File: src/rtl/booth_pkg.sv
// Shared types and constants for the sequential radix-2 Booth multiplier.
package booth_pkg;

  localparam int BOOTH_N = 6;

  typedef enum logic [2:0] {
    IDLE,
    LOAD_X,
    LOAD_Y,
    MULT,
    OUT_HI,
    OUT_LO
  } state_t;

endpackage

File: src/rtl/booth_step.sv
// One combinational radix-2 Booth step: conditional add/sub of M into A,
// then arithmetic right shift of {A,Q,q_1}.
module booth_step #(
  parameter int N = 6
) (
  input  logic [N-1:0] a,
  input  logic [N-1:0] q,
  input  logic         q_1,
  input  logic [N-1:0] m,
  output logic [N-1:0] a_next,
  output logic [N-1:0] q_next,
  output logic         q_1_next
);

  logic [N:0] sum;

  // The sum is one bit wider than A so the shifted-in sign stays correct
  // even when A-M overflows N bits (e.g. M = -2^(N-1)).
  always_comb begin
    sum = {a[N-1], a};
    case ({q[0], q_1})
      2'b01:   sum = {a[N-1], a} + {m[N-1], m};
      2'b10:   sum = {a[N-1], a} - {m[N-1], m};
      default: sum = {a[N-1], a};
    endcase
    a_next   = sum[N:1];
    q_next   = {sum[0], q[N-1:1]};
    q_1_next = q[0];
  end

endmodule

File: src/rtl/booth_multiplier.sv
// Sequential signed Booth multiplier: X then Y in over inBus, product out
// over outBus high half first. Define BOOTH_OUT_ZERO_EN to blank outBus
// outside the output states.
//
// state  | meaning
// IDLE   | waiting for start
// LOAD_X | capture multiplicand from inBus
// LOAD_Y | capture multiplier, clear A/q_1/cnt
// MULT   | one Booth step per cycle, N cycles
// OUT_HI | present product high half (A)
// OUT_LO | present product low half (Q)
module booth_multiplier
  import booth_pkg::*;
#(
  parameter int N = BOOTH_N
) (
  input  logic         clk,
  input  logic         rst,
  input  logic         start,
  input  logic [N-1:0] inBus,
  output logic [N-1:0] outBus,
  output logic         done
);

  localparam int CW = $clog2(N + 1);
  localparam logic [CW-1:0] CNT_ONE  = CW'(1);
  localparam logic [CW-1:0] CNT_LAST = CW'(N - 1);

  state_t state, state_next;

  logic [N-1:0]  m;
  logic [N-1:0]  a;
  logic [N-1:0]  q;
  logic          q_1;
  logic [CW-1:0] cnt;

  logic [N-1:0]  a_step;
  logic [N-1:0]  q_step;
  logic          q_1_step;

  booth_step #(.N(N)) u_step (
    .a        (a),
    .q        (q),
    .q_1      (q_1),
    .m        (m),
    .a_next   (a_step),
    .q_next   (q_step),
    .q_1_next (q_1_step)
  );

  always_ff @(posedge clk or posedge rst) begin
    if (rst) state <= IDLE;
    else     state <= state_next;
  end

  always_comb begin
    state_next = state;
    case (state)
      IDLE:    if (start) state_next = LOAD_X;
      LOAD_X:  state_next = LOAD_Y;
      LOAD_Y:  state_next = MULT;
      MULT:    if (cnt == CNT_LAST) state_next = OUT_HI;
      OUT_HI:  state_next = OUT_LO;
      OUT_LO:  state_next = IDLE;
      default: state_next = IDLE;
    endcase
  end

  always_ff @(posedge clk or posedge rst) begin
    if (rst) begin
      m   <= '0;
      a   <= '0;
      q   <= '0;
      q_1 <= 1'b0;
      cnt <= '0;
    end else begin
      case (state)
        LOAD_X: m <= inBus;
        LOAD_Y: begin
          q   <= inBus;
          a   <= '0;
          q_1 <= 1'b0;
          cnt <= '0;
        end
        MULT: begin
          a   <= a_step;
          q   <= q_step;
          q_1 <= q_1_step;
          cnt <= cnt + CNT_ONE;
        end
        default: ;
      endcase
    end
  end

  always_comb begin
    done = 1'b0;
`ifdef BOOTH_OUT_ZERO_EN
    outBus = '0;
`else
    outBus = a;
`endif
    case (state)
      OUT_HI: begin
        done   = 1'b1;
        outBus = a;
      end
      OUT_LO: begin
        done   = 1'b1;
        outBus = q;
      end
      default: ;
    endcase
  end

endmodule

File: config.mk
export PLATFORM = sky130hd
export DESIGN_NAME = booth_multiplier
export DESIGN_NICKNAME = d
export VERILOG_FILES = /design/src/rtl/booth_pkg.sv /design/src/rtl/booth_step.sv /design/src/rtl/booth_multiplier.sv
export SDC_FILE = /design/constraint.sdc
export NUM_CORES = 1
export LEC_CHECK = 0
export CAP_MARGIN = 30
export CORE_MARGIN = 10
export CORE_UTILIZATION = 51
export DETAILED_ROUTE_END_ITERATION = 6
export GPL_ROUTABILITY_DRIVEN = 0
export PLACE_DENSITY = 0.75
export SKIP_CTS_REPAIR_TIMING = 1
export SYNTH_ARGS = -nofsm -noshare
export SYNTH_HDL_FRONTEND = slang
export SYNTH_SLANG_ARGS = --single-unit
File: constraint.sdc
create_clock -name clk -period 2.1 [get_ports clk]
set_clock_uncertainty 0.1 [all_clocks]
set_input_delay 0.42 -clock clk [delete_from_list [all_inputs] [get_ports clk]]
set_output_delay 0.42 -clock clk [all_outputs]
set_load 0.005 [all_outputs]
==> results.md <==
* Yosys reg bits at 25
* Core Util, Final at roughly 70%
* Syn_area_per_cell at 9.39 sq um
* Setup Crit Path Kind: reg2reg
* Failing checks: negative setup slack
* ANT nets after route at 0
* Buffer depth of the longest clock path at 2
* Max stage delay cell, worst path: dfrtp_1
* Initial antenna violation count at 0
* Vias per inst at 5.44
* Worst Path Buf+Inv at 0
* Die area at 5770 sq um
* Clock net sink count at 25
* Worst-path clk slew at 0.16 ns
* CP arrival at 2.39 ns
* Final WL at roughly 3.9 mm
* Skew-Pair Late Insertion Delay at 0.35 ns
* Root buf cell: clkbuf_4
* Crit Path Max Fanout at 5
* Slew margin rel. at 72.4%
* Total global-route track usage at 12.5%
* CP required at 2.26 ns
* Fillers at 217
* Cell family with most CP delay: compound AO/OA/AOI/OAI gates
* Busiest grt layer: met2
* Final setup margin at -0.136 ns
* FF/Latch Area at 627 sq um
* P per Cell Area at around 1900 nW/um^2
* Layout cells sized above 1 at 30.0%
* Area Overhead vs Synth at 32.7%
* Setup crit end kind: flip-flop
* Final period util at 106%
* Ys async rst share at 100%
* Met1 GRT Util at between 10% and 20%
* Area share of the largest cell type after synthesis at 39.2%
* Met3 Use GR at under 10%
* Worst-path cell chain: nor3_4, a31oi_4, xnor2_1, ha_1, and3_1, a211o_1, xnor2_1, o31ai_1
* Dpl cell area at just under 2000 sq um
* CTS tree: yes
* Yosys top cell by area: dfrtp_1
* Design Area, Final at 2120 sq um
* Top post-synthesis cells by count: dfrtp_1 (25), nand2_1 (21), o21ai_0 (17)
* R2r startpoint: m[3]$_DFFE_PP0N_
* Vias in the first global route at 1369
* Max-cap check violation count at 0
* Largest net degree at the start of global routing at 26
* Antenna Diode Count at 0
* Nets at 232
* Top cell by count, worst path: xnor2_1
* Ranking of synthesized cells by area: dfrtp_1 (39%), ha_1 (8.6%), mux2_2 (7.1%), mux2i_1 (5.6%), o21ai_0 (5.3%)
* Multi-input gate area at 1000 sq um
* 1st-pass router iterations at 4
* Unrepaired setup endpoints after global routing: true
* Reg2Reg Depth at 8
* Die height at 76.0 um
* Core ar. at 3030 sq um
* DRC viols at 0
* Status: finished, violations left
* Hold Vio Cnt, Final at 0
* Congestion Overflow GR at 0
* Reported leakage power at 1.05 nW
* Fmax at 447 MHz
* Prevailing post-synth register cell: dfrtp_1
* Hpwl dp at 2.76 mm
* IO buf count at 15
* GRT met2 Usage at 20.2%
* Global-route wire length before repair at 6.16 mm
* # setup viols final at 4
* YS warnings at 0
* Post-synth EDFFs at 0
* H-Tree Level Count at 1
* Distinct cells, synth at 36
* Initial Util at 52.7%
* Post-synthesis net count at 191
* Total number of vias at about 1400
* DR iter-0 viols at between 90 and 100
* Startpoint types: flip-flop
* DIE WIDTH at ~76 um
* Drt wl/cell at 15.5 um
* Min-Delay Path Class: in2async
* Syn Std Cell Area at approximately 1600 sq um
* Least-Margin Pin Slew at ~0.41 ns
* Max incr delay on CP at about 0.46 ns
* Synth Instances at 170
* FF-to-FF setup slack at -0.14 ns
* Most common cell in the netlist: dfrtp_1
* CTS buffer count at 3
* Post-route minimum period at 2.24 ns
* Num ports at 16
* Post-synthesis sequential area ratio at 39.2%
* Max-slew violations at 0
* Peak supply drop at 0.00101 V
* FF-to-FF End: a[5]$_DFFE_PP0P_
* Row Count at 20
* Worst slack at placement at -0.173 ns
==> through the flow <==
| step | power (W) | setup TNS [ns] | hold WS, ns | instances |
|---|---|---|---|---|
| after global routing | 0.00438 | -0.931 | 0.333 | 254 |
| after detailed placement | 0.00340 | -0.747 | 0.400 | 244 |
| after CTS | 0.00367 | -3.36 | 0.306 | 248 |
| after global placement | 0.00330 | -0.336 | 0.387 | 244 |
| after floorplan | 0.00260 | -0.138 | 0.347 | 170 |
| final | 0.00405 | -0.289 | 0.294 | 254 |
==> worst min-delay path, cell delays in order <==
cell             delay [ns]
clkdlybuf4s50_1        0.39
inv_1                  0.05
buf_4                  0.30
==> per-layer routing <==
layer  routed length, um  share of wire, %
met3                 154               3.9
met5                   0                 0
met2                1910                48
met1                1830                46
met4                  48               1.2
==> power breakdown <==
part / internal (W) / switching, W
clock network: 0.0000781 / 0.000172
registers: 0.000708 / 0.000236
logic: 0.00150 / 0.00136
total: 0.00228 / 0.00177
==> sequential cells by signal, indices dropped and copies added, names as in the netlist <==
name and flops:
state 3, cnt 3, a 6, m 6
q_1 1, q 6
==> worst max path at each step <==
stage | from | endpoint | slack [ns] | cells past startpoint
after detailed placement | q_1$_DFFE_PP0P_ | a[5]$_DFFE_PP0P_ | -0.17 | 9
after floorplan | q[0]$_DFFE_PP0P_ | a[5]$_DFFE_PP0P_ | -0.1 | 9
after CTS | state[2]$_DFFE_PP0P_ | outBus[5] | -0.40 | 4
after global routing | m[1]$_DFFE_PP0N_ | a[5]$_DFFE_PP0P_ | -0.31 | 9
after global placement | m[3]$_DFFE_PP0N_ | a[5]$_DFFE_PP0P_ | -0.12 | 8
final | m[3]$_DFFE_PP0N_ | a[5]$_DFFE_PP0P_ | -0.14 | 8
==> logic make-up after synthesis <==
kind of cell,after synthesis,synth area share (%)
adders and majority gates,12,9.87
muxes,19,12.7
buffers and inverters,17,4.39
xor gates and xnor gates,9,4.94
AOI/OAI and AO/OA,37,13.9
and+or+nand+nor,51,15.0
DFF,25,39.2
==> cell usage in the layout (no fill, tap or decap), types with 2 or more instances in the layout <==
cell,netlist,final
dfrtp_1,25,24
buf_4,1,24
nand2_1,21,20
o21ai_0,17,15
mux2i_1,9,9
nor2_1,9,9
ha_1,11,9
mux2_2,10,8
clkdlybuf4s50_1,0,8
xnor2_1,7,7
inv_1,10,6
inv_2,1,5
nand2b_1,4,4
a21oi_1,5,4
dlymetal6s2s_1,0,4
nand3_1,3,3
clkbuf_4,0,3
clkbuf_2,0,3
buf_6,0,3
nor3_1,4,2
a221oi_1,2,2
o22ai_1,2,2
nor2b_4,0,2
and3_1,2,2
a22oi_1,2,2
mux2_4,0,2
o21ai_1,1,2
o31ai_1,2,2
nor3b_1,2,2
ha_4,0,2
==> cell type report <==
class / count / area share (%)
multi-input combinational: 128 / 47.4
sequential: 25 / 29.6
timing repair buffer: 42 / 17.0
tap: 44 / 2.60
inverter: 11 / 1.95
clock buffer: 3 / 1.06
clock inverter: 1 / 0.413
(Power assumes the default switching activity.)
